$ cat src/rtl/video_in_pack.sv
// Video capture front end: samples the camera-side pixel stream, packs
// PIX_PER_WORD pixels per word (first pixel in the MSBs) and emits one-cycle
// write strobes towards the video_in FIFO. It also tracks frame lock and flags
// geometry errors and words dropped on FIFO back-pressure.
//
// Optional feature: define VIDEO_IN_ERR_CNT_EN to build the saturating error
// counter. When it is undefined, err_cnt is tied to zero.
//
// Ports:
//   clk          single clock, rising edge
//   RST          synchronous active-high reset
//   line_valid   line active qualifier
//   frame_valid  frame active qualifier
//   pixel_in     pixel data, sampled when both qualifiers are high
//   fifo_full    FIFO cannot accept a write this cycle
//   data_out     packed word, held between strobes
//   w_e          one-cycle write strobe qualifying data_out
//   line_err     pulse: closed line length differs from P_WIDTH
//   frame_err    pulse: line count differs from P_HEIGHT at frame end
//   drop         pulse: completed word discarded because fifo_full was high
//   frame_done   pulse at every frame end
//   err_cnt      saturating count of cycles with any error pulse
module video_in_pack #(
  parameter int unsigned P_WIDTH      = 640,
  parameter int unsigned P_HEIGHT     = 480,
  parameter int unsigned PIX_W        = 8,
  parameter int unsigned PIX_PER_WORD = 4
) (
  input  logic                          clk,
  input  logic                          RST,
  input  logic                          line_valid,
  input  logic                          frame_valid,
  input  logic [PIX_W-1:0]              pixel_in,
  input  logic                          fifo_full,
  output logic [PIX_W*PIX_PER_WORD-1:0] data_out,
  output logic                          w_e,
  output logic                          line_err,
  output logic                          frame_err,
  output logic                          drop,
  output logic                          frame_done,
  output logic [15:0]                   err_cnt
);

  localparam int unsigned PIX_CW  = $clog2(P_WIDTH + 1);
  // Line counter saturates at P_HEIGHT+1, so it must be able to hold that value.
  localparam int unsigned LINE_CW = $clog2(P_HEIGHT + 2);
  localparam int unsigned SLOT_W  = (PIX_PER_WORD > 1) ? $clog2(PIX_PER_WORD) : 1;

  localparam logic [PIX_CW-1:0]  PIX_MAX   = PIX_CW'(P_WIDTH);
  localparam logic [LINE_CW-1:0] LINE_MAX  = LINE_CW'(P_HEIGHT);
  localparam logic [LINE_CW-1:0] LINE_SAT  = LINE_CW'(P_HEIGHT + 1);
  localparam logic [SLOT_W-1:0]  SLOT_LAST = SLOT_W'(PIX_PER_WORD - 1);

  typedef enum logic [1:0] {
    SYNC   = 2'd0,
    IDLE   = 2'd1,
    ACTIVE = 2'd2
  } state_e;

  typedef logic [PIX_PER_WORD-1:0][PIX_W-1:0] word_t;

  state_e             state_q;
  logic               lv_q;
  logic               fv_q;
  logic [PIX_CW-1:0]  pix_c_q;
  logic [LINE_CW-1:0] line_c_q;
  logic [SLOT_W-1:0]  slot_q;
  logic               line_bad_q;
  word_t              lanes_q;
  word_t              data_q;
  logic               w_e_q;
  logic               line_err_q;
  logic               frame_err_q;
  logic               drop_q;
  logic               frame_done_q;

  logic               active_c;
  logic               pix_valid_c;
  logic               accept_c;
  logic               reject_c;
  logic               slot_last_c;
  logic               line_end_c;
  logic               frame_end_c;
  logic               close_line_c;
  logic [LINE_CW-1:0] line_c_inc_c;
  logic [LINE_CW-1:0] lines_final_c;
  logic [SLOT_W-1:0]  lane_idx_c;
  word_t              word_c;

  // Per-cycle qualifier decode, edge detection and lane insertion.
  always_comb begin
    active_c     = (state_q == ACTIVE);
    pix_valid_c  = active_c && line_valid && frame_valid;
    // Pixels past the line width, or on lines past the frame height, are discarded.
    accept_c     = pix_valid_c && (pix_c_q < PIX_MAX) && (line_c_q < LINE_MAX);
    reject_c     = pix_valid_c && !accept_c;
    slot_last_c  = (slot_q == SLOT_LAST);
    line_end_c   = active_c && lv_q && !line_valid && frame_valid;
    frame_end_c  = active_c && fv_q && !frame_valid;
    // A line still open when the frame ends is closed together with the frame.
    close_line_c = line_end_c || (frame_end_c && lv_q);
    line_c_inc_c = (line_c_q == LINE_SAT) ? LINE_SAT : line_c_q + LINE_CW'(1);
    lines_final_c = close_line_c ? line_c_inc_c : line_c_q;
    // Slot 0 goes to the most significant lane.
    lane_idx_c   = SLOT_LAST - slot_q;
    word_c       = lanes_q;
    word_c[lane_idx_c] = pixel_in;
  end

  // Frame-lock state machine, counters and registered outputs.
  always_ff @(posedge clk) begin
    if (RST) begin
      state_q      <= SYNC;
      lv_q         <= 1'b0;
      fv_q         <= 1'b0;
      pix_c_q      <= '0;
      line_c_q     <= '0;
      slot_q       <= '0;
      line_bad_q   <= 1'b0;
      lanes_q      <= '0;
      data_q       <= '0;
      w_e_q        <= 1'b0;
      line_err_q   <= 1'b0;
      frame_err_q  <= 1'b0;
      drop_q       <= 1'b0;
      frame_done_q <= 1'b0;
    end else begin
      lv_q         <= line_valid;
      fv_q         <= frame_valid;
      w_e_q        <= 1'b0;
      line_err_q   <= 1'b0;
      frame_err_q  <= 1'b0;
      drop_q       <= 1'b0;
      frame_done_q <= 1'b0;

      case (state_q)
        SYNC: begin
          // Never lock onto a frame that was already running.
          if (!frame_valid) begin
            state_q <= IDLE;
          end
        end

        IDLE: begin
          if (frame_valid && !fv_q) begin
            state_q    <= ACTIVE;
            pix_c_q    <= '0;
            line_c_q   <= '0;
            slot_q     <= '0;
            line_bad_q <= 1'b0;
          end
        end

        ACTIVE: begin
          if (accept_c) begin
            lanes_q <= word_c;
            pix_c_q <= pix_c_q + PIX_CW'(1);
            slot_q  <= slot_last_c ? '0 : slot_q + SLOT_W'(1);
            if (slot_last_c) begin
              // No stall path: a full FIFO costs the whole word.
              if (fifo_full) begin
                drop_q <= 1'b1;
              end else begin
                w_e_q  <= 1'b1;
                data_q <= word_c;
              end
            end
          end

          if (reject_c) begin
            line_bad_q <= 1'b1;
          end

          // Any partial word is abandoned when the line closes.
          if (close_line_c) begin
            line_err_q <= line_bad_q || (pix_c_q != PIX_MAX);
            pix_c_q    <= '0;
            slot_q     <= '0;
            line_bad_q <= 1'b0;
            line_c_q   <= line_c_inc_c;
          end

          if (frame_end_c) begin
            frame_done_q <= 1'b1;
            frame_err_q  <= (lines_final_c != LINE_MAX);
            state_q      <= IDLE;
          end
        end

        default: begin
          state_q <= SYNC;
        end
      endcase
    end
  end

  assign data_out   = data_q;
  assign w_e        = w_e_q;
  assign line_err   = line_err_q;
  assign frame_err  = frame_err_q;
  assign drop       = drop_q;
  assign frame_done = frame_done_q;

`ifdef VIDEO_IN_ERR_CNT_EN
  logic [15:0] err_cnt_q;

  // One count per cycle carrying any error pulse, saturating.
  always_ff @(posedge clk) begin
    if (RST) begin
      err_cnt_q <= '0;
    end else if ((line_err_q || frame_err_q || drop_q) && (err_cnt_q != 16'hFFFF)) begin
      err_cnt_q <= err_cnt_q + 16'd1;
    end
  end

  assign err_cnt = err_cnt_q;
`else
  assign err_cnt = '0;
`endif

endmodule
$ cat config.mk
export PLATFORM = sky130hd
export DESIGN_NAME = video_in_pack
export DESIGN_NICKNAME = d
export VERILOG_FILES = /design/src/rtl/video_in_pack.sv
export SDC_FILE = /design/constraint.sdc
export NUM_CORES = 1
export LEC_CHECK = 0
export CAP_MARGIN = 0
export CORE_MARGIN = 1
export CORE_UTILIZATION = 40
export CTS_BUF_LIST = sky130_fd_sc_hd__clkbuf_16
export CTS_CLUSTER_DIAMETER = 150
export CTS_CLUSTER_SIZE = 8
export DETAILED_ROUTE_END_ITERATION = 16
export HOLD_SLACK_MARGIN = 0.06
export PLACE_DENSITY = 0.66
export SYNTH_ARGS = -nofsm -noshare
export SYNTH_HDL_FRONTEND = slang
export SYNTH_SLANG_ARGS = --single-unit
$ cat constraint.sdc
create_clock -name clk -period 3.25 [get_ports clk]
set_input_delay 0.8125 -clock clk [delete_from_list [all_inputs] [get_ports clk]]
set_output_delay 0.8125 -clock clk [all_outputs]
set_load 0.01 [all_outputs]
Word level (Yosys, flattened, before mapping):

Index checks and enable logic that the tools add are counted.

* shifts and indexed selects: 0
* $lt $le $gt $ge: 4
* divide/modulo/power cells: 0
* multipliers: 0
* reductions and logical operators: 31
* $add $sub $neg: 4
* multiplexer cells: 27
* bitwise gates (word level): 6
* equal/unequal tests: 11

Operator list (number)
* 32-bit bitwise mux: 1
* 10-bit two-way mux: 3
* 9-bit two-way mux: 3
* 10-bit one-hot mux with 2 select lines: 1
* 9-bit one-hot mux with 2 select lines: 1
* 8-bit demux with 2-bit select: 1
* 2-bit two-way mux: 7
* 1-bit logical AND: 13
* 10-bit by 1-bit adder with 10-bit output (second input constant): 1
* 10-bit < comparator (second input constant): 1
* 10-bit inequality test (second input constant): 1
* 9-bit by 1-bit adder with 9-bit output (second input constant): 1
* 9-bit equality test (second input constant): 1
* 9-bit < comparator (second input constant): 1
* 9-bit inequality test (second input constant): 1
* 3-bit AND reduction: 3
* 8-bit two-way mux: 1
* 1-bit two-way mux: 6
* 3-bit by 1-bit inequality test with 1-bit output (second input constant): 2
* 1-bit NOT: 6
* 2-bit one-hot mux with 3 select lines: 1
* 3-bit OR reduction: 2
* 2-bit equality test (second input constant): 2
* 1-bit zero test: 4
* 16 further kinds: 19

* memory bits (read-only): 0
* bits in registers: 95
* bits in writable memories: 0
* output and inout bits: 53
* input bits: 13
* memories kept: 0
* latch bits: 0
* word-level logic and storage cells: 103

Depth between registers and ports, before layout:

Gate-level depths: netlist of the first run.

* depth after elaboration: 10
* gate-level depth with buffers: 10
* gate-level depth less buffers: 8

Least setup slack after synthesis of the first run:

Ideal clock, no wire load.

* path type: input port to flip-flop
* from: input port line_valid
* to: register frame_err_q (netlist: frame_err)
* cell stages on the path: 6
* path slack: 1.101 ns
* data required time: 3.128 ns
* library setup time: 0.122 ns
* buffers on the path: 0
* data arrival time: 2.026 ns
* path through: nand2b_2 > a21oi_4 > nand4_4 > mux2_1 > nor4b_2 > a21boi_1

* cells in the longest elaborated chain, start to end: 6

RTL lines
* start: declaration: RTL line 31 `input logic line_valid,`
* 1-bit zero test: RTL line 98 `line_end_c = active_c && lv_q && !line_valid && frame_valid;`
* 1-bit logical AND (2 in a row): RTL line 98
* 1-bit logical OR: RTL line 101 `close_line_c = line_end_c || (frame_end_c && lv_q);`
* 9-bit two-way mux
* 9-bit inequality test: RTL line 185 `frame_err_q <= (lines_final_c != LINE_MAX);`
* end signal: assignment: RTL line 185
* end: declaration: RTL line 73 `logic frame_err_q;`

No other way between the ends.
A chain may end at the register's enable or synchronous reset.

Final worst setup path of the first run:

* from: input port frame_valid
* to: register frame_err_q (netlist: frame_err)

* cells in the longest elaborated chain, start to end: 6
* elaborated cells on any way between the ends: 9
* those cells by class: eq/ne: 1; mux: 1; bitwise: 1; reduce/logical: 6

RTL lines
* start: declaration: RTL line 32 `input logic frame_valid,`
* 1-bit zero test
* 1-bit logical AND: RTL line 99 `frame_end_c = active_c && fv_q && !frame_valid;`
* 1-bit logical AND: RTL line 101
* 1-bit logical OR: RTL line 101
* 9-bit two-way mux
* 9-bit inequality test: RTL line 185

Parallel ways exist; a longest one is shown, timed or not.

==> out/metrics.csv, run 1 <==
stage,metric,value,unit
power,VDD IR max,0.000321,V
clocking,total CTS buffers,9,
power,PD cells,494,mW/mm^2
power,Leak,1.76,nW
placement,post-place setup slack,0.386,ns
route,Residual DRC,0,
synth,Mean Syn Cell Area,8.97,sq um
clocking,CTS sink cnt,95,
placement,PortBufs,49,
synth,"EDFF count, synth",0,
route,Routed WL per cell,14.1,um
route,Pre-antenna DRT Iters,5,
clocking,CTS tree,built,
grt,largest net degree at the start of global routing,65,
finish,Fill cells,1026,
sta,final period utilization,0.779,
route,vias,3615,
clocking,Post-CTS Setup Inserts,0,
synth,synthesized flop and latch total,95,
critical_path,reg2reg start,state_q[0],
flow_run,max_cap viols,0,
grt,Total GRT Usage,0.174,
critical_path,Critical Path Start,frame_valid,
power,total power draw,2.66,mW
synth,post-synth top area cell,dfxtp_1,
worst_hold_path,min-delay src,lanes_q[14],
placement,Detailed Place HPWL,6480,um
sta,RSZ-0062 raised after global routing,no,
synth,Post-synth top flop,dfxtp_1,
synth,asr flop ratio synth,0,
clocking,clock-pin transition on the worst setup and hold timing paths,0.07,ns
route,Post-DRT Antenna Nets,0,
clocking,CTS resizes,0,
grt,vias in the first global route,3444,
clocking,H-tree depth,3,
route,WL final,9670,um
finish,Ant. Diodes,0,
clocking,CTS max path bufs,2,
sta,Final min period,2.53,ns
grt,global-route wire length before repair,16400,um
sta,Slew @ Worst Pin,0.769,ns
synth,Post-Synthesis Cell Area,0.00464,sq mm
sta,Max Fclk,0.395,GHz
sta,Slew Limit Fails,0,
die,Initial Util,0.419,
die,die width,110,um
worst_hold_path,Hold Crit Class,register to register,
critical_path,critical path class,input port to register,
sta,Rel. slew slack,0.487,
critical_path,CP Data Arrival Time,2.75,ns
die,Row Count,38,
sta,Fin Hold WS,0.456,ns
outcome,outcome,completed,
route,Initial DRC Count,151,
die,Die H,110,um
synth,synth unique cells,55,
die,total core area,0.0111,sq mm
clocking,CTS root buffer,clkbuf_16,
synth,top cell type's share of synthesized area,0.410,
sta,setup TNS,0,ns
die,I/O pin count,66,
synth,Cells after Synth,517,
synth,Area contributors post-synth,"dfxtp_1 41%, a211oi_2 7.8%, mux2i_1 7.3%, nor2_1 4.9%, a21oi_1 4.7%",
grt,total grt overflow,0,
synth,register area share after synthesis,0.410,
finish,share of post-route cells with drive strength above 1,0.118,
sta,PnR worst setup slack,0.719,ns
die,full die area,0.0120,sq mm
synth,Yosys Warn Count,0,
grt,antenna violations before repair,0,
critical_path,Crit. End Element,register,
critical_path,Worst Path Required,3.47,ns
critical_path,largest fanout on the critical path,7,
clocking,Worst-Skew Late Latency,0.34,ns
sta,Setup Skew,0.0135,ns
finish,P&R area growth vs syn,16.2,%
finish,Final nets,566,
clocking,Hold Buf Count CTS,0,
critical_path,startpoint types,input port,
route,Vias/cell,5.29,
placement,gpl congestion,0.823,
sta,setup violators final,0,
sta,Fin. Hold Viols,0,
==> cell type report <==
type                            instances  area, sq um  area share
Sequential cell                        95         1900       0.353
Clock buffer                            9          225      0.0418
Inverter                               10         37.5     0.00696
Timing Repair Buffer                   54          548       0.102
Clock inverter                          6         67.6      0.0125
Tap cell                              140          175      0.0325
Multi-Input combinational cell        370         2430       0.452
==> report_power, final <==
group / switching, mW / total, mW / internal, mW
combinational: 0.291 / 0.427 / 0.136
sequential: 0.0154 / 1.20 / 1.18
clock: 0.445 / 1.04 / 0.596
total: 0.751 / 2.66 / 1.91
==> cell families after synthesis <==
group | synth area share
AOI/OAI and AO/OA | 0.183
xor gates and xnor gates | 0.0113
adders and majority gates | 0.0351
buffers and inverters | 0.0777
DFF | 0.410
muxes | 0.0782
other | 0.000808
and+or+nand+nor | 0.204
==> per-stage QoR <==
stage	utilization	instances	area, sq um
after floorplan	-	532	4700
after global placement	0.460	669	5100
after detailed placement	0.460	669	5100
after CTS	0.487	684	5390
after global routing	0.487	684	5390
final	0.487	684	5390
==> critical path, stage by stage <==
cell             delay [ns]
clkdlybuf4s50_1        0.54
nand2b_2               0.30
a21oi_4                0.24
nand4_4                0.15
mux2_1                 0.36
nor4b_2                0.25
a21boi_1               0.09
==> sequential cells by signal, indices dropped and copies added, names as in the netlist, 2 cells and up <==
register  count
lanes_q      32
data_out     32
line_c_q      9
state_q       2
pix_c_q      10
slot_q        2
==> synthesized netlist by cell type, drive strengths merged, types with 2 or more instances <==
master / instances
dfxtp: 95
nor2: 62
nand2: 50
a21oi: 45
nand3: 41
buf: 34
mux2i: 34
a211oi: 33
clkbuf: 23
ha: 13
inv: 10
nor3: 10
nand4: 6
a22oi: 5
o21ai: 5
xor2: 5
a31oi: 4
nand2b: 4
a21o: 3
and3: 3
nor2b: 3
a311oi: 2
a41oi: 2
and2: 2
and4: 2
mux2: 2
nor4: 2
nor4b: 2
o21a: 2
or4: 2
==> worst paths after layout <==
| check | slack (ns) | cells after the start | to |
|---|---|---|---|
| worst max-delay path | 0.72 | 7 | frame_err |
| worst min-delay path | 0.46 | 2 | lanes_q[14] |
| worst max register to register | 0.82 | 8 | frame_err |
| worst min register to register | 0.46 | 2 | lanes_q[14] |
==> placed cells by master, fill, tap and decap left out, types with 4 or more instances in the layout <==
master,Yosys,layout
a211oi_2,29,29
a22oi_1,5,5
nand2_1,50,50
a211oi_1,4,4
clkdlybuf4s50_1,0,48
inv_1,10,10
dfxtp_1,95,95
xor2_1,5,5
nor2_1,61,61
nand3_1,40,40
conb_1,1,16
ha_1,13,13
mux2i_1,34,34
nor3_1,10,10
o21ai_0,4,4
clkbuf_16,0,9
a21oi_1,44,44
==> per-layer routing <==
| metal | track usage | part of all wire | vias up |
|---|---|---|---|
| li1 | - | - | 1824 |
| met5 | 0 | 0 | - |
| met4 | 0.0676 | 0.012 | 0 |
| met1 | 0.239 | 0.49 | 1691 |
| met2 | 0.271 | 0.47 | 90 |
| met3 | 0.0296 | 0.032 | 10 |
Power figures use the tool's default switching activity.
==> run 2: changes to the inputs <==
--- a/config.mk
+++ b/config.mk
@@ -13,7 +13,7 @@
 export CTS_CLUSTER_SIZE = 8
 export DETAILED_ROUTE_END_ITERATION = 16
 export HOLD_SLACK_MARGIN = 0.06
-export PLACE_DENSITY = 0.66
+export PLACE_DENSITY = 0.68
 export SYNTH_ARGS = -nofsm -noshare
 export SYNTH_HDL_FRONTEND = slang
 export SYNTH_SLANG_ARGS = --single-unit
==> constraint.sdc (replaced) <==
create_clock -name clk -period 2.3 [get_ports clk]
set_input_delay 0.575 -clock clk [delete_from_list [all_inputs] [get_ports clk]]
set_output_delay 0.575 -clock clk [all_outputs]
set_load 0.01 [all_outputs]
==> out/metrics.csv, run 2 (same netlist as run 1, synthesis figures left out) <==
stage,metric,value,unit
clocking,Worst-Skew Late Latency,0.34,ns
sta,Final min period,2.12,ns
power,VDD IR max,0.000458,V
clocking,CTS tree,built,
finish,area of the multi-input gates,0.00243,sq mm
placement,gpl congestion,0.850,
die,full die area,0.0120,sq mm
sta,Slew Limit Fails,0,
power,Leak,1.95,nW
finish,share of post-route cells with drive strength above 1,0.172,
die,total core area,0.0111,sq mm
critical_path,startpoint types,register,
route,Routed WL per cell,14.0,um
grt,total grt overflow,0,
placement,Post-DP Area,0.00538,sq mm
route,vias,3783,
grt,Total GRT Usage,0.178,
power,PD cells,672,mW/mm^2
grt,global-route wire length before repair,16700,um
finish,"commonest cells after routing, fill and taps aside","95 x dfxtp_1, 61 x nor2_1, 50 x nand2_1, 48 x clkdlybuf4s50_1, 44 x a21oi_1",
clocking,total CTS buffers,9,
sta,Fin. Hold Viols,0,
finish,"most common cell after layout, fill and taps aside",dfxtp_1,
clocking,clock-pin transition on the worst setup and hold timing paths,0.07,ns
route,Initial DRC Count,131,
placement,post-place setup slack,-0.160,ns
critical_path,Crit. End Element,register,
route,Post-DRT Antenna Nets,0,
placement,Detailed Place HPWL,7170,um
placement,PortBufs,49,
finish,Final nets,602,
sta,RSZ-0062 raised after global routing,no,
grt,vias in the first global route,3566,
clocking,Post-CTS Setup Inserts,0,
critical_path,largest fanout on the critical path,25,
finish,design area,0.00565,sq mm
sta,setup TNS,0,ns
die,Row Count,38,
sta,Slew @ Worst Pin,0.724,ns
die,I/O pin count,66,
flow_run,max_cap viols,0,
clocking,CTS sink cnt,95,
clocking,CTS resizes,0,
route,WL final,10100,um
outcome,outcome,completed,
worst_hold_path,Hold Crit Class,register to register,
clocking,Hold Buf Count CTS,0,
die,die width,110,um
clocking,CTS root buffer,clkbuf_16,
sta,PnR worst setup slack,0.182,ns
critical_path,CP Data Arrival Time,2.38,ns
sta,Setup Skew,0.00978,ns
finish,Ant. Diodes,0,
critical_path,Worst Path Required,2.56,ns
route,Pre-antenna DRT Iters,4,
sta,Rel. slew slack,0.517,
sta,setup violators final,0,
grt,largest net degree at the start of global routing,40,
finish,P&R area growth vs syn,21.9,%
route,Residual DRC,0,
clocking,CTS max path bufs,2,
die,Initial Util,0.419,
sta,final period utilization,0.921,
die,Die H,110,um
critical_path,critical path class,register to register,
finish,register area,0.00190,sq mm
sta,Max Fclk,0.472,GHz
route,Vias/cell,5.25,
clocking,H-tree depth,3,
finish,Fill cells,1056,
grt,antenna violations before repair,0,
[run 2: layout make-up]
class                      instances  area share
multi-input combinational        370       0.431
sequential                        95       0.336
timing repair buffer              90       0.147
clock buffer                       9      0.0398
tap                              140      0.0310
clock inverter                     7     0.00863
inverter                          10     0.00664
[run 2: critical path: stages, from the launching register on]
cell and delay (ns):
dfxtp_1 0.41, inv_1 0.09, ha_1 0.23, buf_4 0.19, inv_1 0.23, nor2_4 0.07, and4_2 0.31, buf_12 0.18
buf_4 0.15, a211oi_2 0.16
[run 2: path summary, 6_finish.rpt]
path                             startpoint            to  slack [ns]  cells after the start
worst min register to register  lanes_q[20]   lanes_q[20]        0.45                      2
worst max-delay path             state_q[0]  data_out[25]        0.18                      9
worst min-delay path            lanes_q[20]   lanes_q[20]        0.45                      2
worst max register to register   state_q[0]  data_out[25]        0.18                      9
[run 2: per-stage QoR]
| step | hold slack (ns) | utilization | instances | power (mW) |
|---|---|---|---|---|
| finish | 0.454 | 0.510 | 721 | 3.80 |
| global route | 0.468 | 0.510 | 721 | 4.00 |
| CTS | 0.457 | 0.510 | 721 | 3.83 |
| detailed placement | 0.448 | 0.486 | 705 | 2.46 |
| global placement | 0.441 | 0.486 | 705 | 2.43 |
| floorplan | 0.436 | - | 532 | 2.19 |
[run 2: power breakdown]
group / internal [mW] / switching (mW) / leakage, nW
sequential: 1.67 / 0.0229 / 0.766
combinational: 0.291 / 0.444 / 1.04
clock: 0.734 / 0.636 / 0.141
total: 2.69 / 1.10 / 1.95
[run 2: routing by layer]
metal,vias up,wire length [um],global-route usage
li1,1898,-,-
met1,1792,4780,0.237
met2,84,4730,0.284
met3,9,446,0.0356
met4,0,132,0.0695
met5,-,0,0
==> run 3: changes to the inputs <==
--- a/config.mk
+++ b/config.mk
@@ -13,7 +13,7 @@
 export CTS_CLUSTER_SIZE = 8
 export DETAILED_ROUTE_END_ITERATION = 16
 export HOLD_SLACK_MARGIN = 0.06
-export PLACE_DENSITY = 0.68
+export PLACE_DENSITY = 0.63
 export SYNTH_ARGS = -nofsm -noshare
 export SYNTH_HDL_FRONTEND = slang
 export SYNTH_SLANG_ARGS = --single-unit
==> out/metrics.csv, run 3 (same netlist as run 1, synthesis figures left out) <==
stage,metric,value,unit
outcome,outcome,completed,
grt,largest net degree at the start of global routing,48,
worst_hold_path,Hold Crit Class,register to register,
worst_hold_path,min-delay src,lanes_q[1],
critical_path,r2r setup slk,0.24,ns
critical_path,Worst Path Required,2.58,ns
die,Row Count,38,
die,full die area,0.0120,sq mm
grt,M2 GR Usage,0.278,
die,Die H,110,um
clocking,Post-CTS Setup Inserts,0,
clocking,total CTS buffers,9,
power,clock share of power,0.381,
critical_path,largest fanout on the critical path,8,
finish,Final nets,597,
clocking,Worst-Skew Late Latency,0.35,ns
finish,"commonest cells after routing, fill and taps aside","95 x dfxtp_1, 61 x nor2_1, 50 x nand2_1, 48 x clkdlybuf4s50_1, 44 x a21oi_1",
grt,GR Util met1,0.238,
route,Vias/cell,5.23,
grt,total grt overflow,0,
finish,"most common cell after layout, fill and taps aside",dfxtp_1,
sta,Final min period,2.11,ns
clocking,CTS sink cnt,95,
grt,vias in the first global route,3467,
critical_path,WP buf/inv,1,
clocking,Hold Buf Count CTS,0,
critical_path,CP top delay family,simple AND/OR/NAND/NOR gates,
die,Initial Util,0.419,
sta,Setup Skew,0.00873,ns
grt,Total GRT Usage,0.176,
placement,PortBufs,49,
worst_hold_path,Hold Path Depth,2,
placement,Detailed Place HPWL,6910,um
grt,antenna violations before repair,0,
critical_path,"critical path, cell by cell","clkdlybuf4s50_1, nand2b_2, a21o_1, nand2_1, or4_1, a21oi_1",
clocking,CTS resizes,0,
sta,Slew @ Worst Pin,0.587,ns
power,Sw Share,0.283,
power,sequential power share,0.431,
power,Psw,1.11,mW
finish,Ant. Diodes,0,
critical_path,CP Data Arrival Time,2.39,ns
sta,RSZ-0062 raised after global routing,no,
flow_run,max_cap viols,0,
power,combinational power share,0.189,
power,VDD IR max,0.000305,V
die,die width,110,um
power,PD cells,696,mW/mm^2
route,Initial DRC Count,152,
power,Leak,1.93,nW
grt,global-route wire length before repair,16400,um
grt,GR peak layer,met2,
critical_path,Crit path largest cell delay,0.54,ns
finish,P&R area growth vs syn,21.5,%
critical_path,CP max-delay cell,clkdlybuf4s50_1,
power,total power draw,3.92,mW
finish,fin util,0.509,
route,Pre-antenna DRT Iters,4,
clocking,CTS root buffer,clkbuf_16,
worst_hold_path,Hold Path Sink,lanes_q[1],
die,total core area,0.0111,sq mm
critical_path,critical path class,input port to register,
sta,Fin. Hold Viols,0,
critical_path,reg2reg start,state_q[0],
route,vias,3746,
clocking,H-tree depth,3,
sta,Rel. slew slack,0.609,
route,WL final,9880,um
sta,Slew Limit Fails,0,
sta,setup violators final,0,
sta,setup TNS,0,ns
placement,gpl congestion,0.847,
route,Residual DRC,0,
critical_path,Crit. End Element,register,
grt,met3 GRT Util,0.0249,
sta,final period utilization,0.918,
clocking,CTS max path bufs,2,
die,I/O pin count,66,
critical_path,startpoint types,input port,
clocking,clock-pin transition on the worst setup and hold timing paths,0.07,ns
sta,Max Fclk,0.474,GHz
critical_path,worst reg2reg path depth,7,
route,Routed WL per cell,13.8,um
route,Post-DRT Antenna Nets,0,
critical_path,reg2reg end,slot_q[0],
clocking,CTS tree,built,
power,cell-internal power,2.82,mW
finish,share of post-route cells with drive strength above 1,0.163,
## run 3: changes by cell type in the layout (fill, tap and decap cells not counted), sizes merged
cell,delta
bufinv,+1
clkinv,-1
buf,-5
## run 3: metrics by stage
| stage | instance area, sq um | instances | setup WS, ns | hold slack, ns |
|---|---|---|---|---|
| after floorplan | 4700 | 532 | 0.389 | 0.436 |
| after global placement | 5340 | 700 | -0.138 | 0.440 |
| after detailed placement | 5340 | 700 | -0.169 | 0.446 |
| after CTS | 5640 | 716 | 0.188 | 0.455 |
| after global routing | 5640 | 716 | 0.0306 | 0.472 |
| final | 5640 | 716 | 0.189 | 0.452 |
## run 3: worst max path at each step
| stage | depth (start not counted) | startpoint | slack (ns) | to |
|---|---|---|---|---|
| 2_1_floorplan | 6 | line_valid | 0.39 | frame_err |
| 3_3_place_gp | 7 | frame_valid | -0.14 | line_c_q[5] |
| 3_5_place_dp | 6 | frame_valid | -0.17 | slot_q[0] |
| 4_1_cts | 6 | frame_valid | 0.19 | slot_q[0] |
| 5_1_grt | 9 | frame_valid | 0.03 | line_c_q[5] |
| 6_report | 6 | frame_valid | 0.19 | slot_q[0] |
## run 3: routing by layer
metal  vias to the layer above  part of all wire
met5                         -                 0
met4                         0             0.019
met3                        14             0.033
met2                        71              0.46
met1                      1768              0.49
li1                       1893                 -
## run 3: cell type report
type                    instances  area, sq um
clock buffers                   9          225
multi-input cells             370         2430
flip-flops and latches         95         1900
inverters                      10         37.5
clock inverters                 7         71.3
well taps                     140          175
repair buffers                 85          793
fillers                      1040         5440
## run 3: power groups by stage
| stage | Combinational, mW | Clock (mW) | Sequential (mW) |
|---|---|---|---|
| CTS | 0.741 | 1.53 | 1.69 |
| global placement | 0.726 | 0 | 1.73 |
| detailed placement | 0.738 | 0 | 1.73 |
| global route | 0.819 | 1.60 | 1.69 |
| floorplan | 0.471 | 0 | 1.72 |
| finish | 0.741 | 1.49 | 1.69 |
## run 3: worst min-delay path, delay by kind of cell, from the launching register on
family          cells  cell delay [ns]
simple gates        1             0.05
flops               1             0.31
compound gates      1             0.05
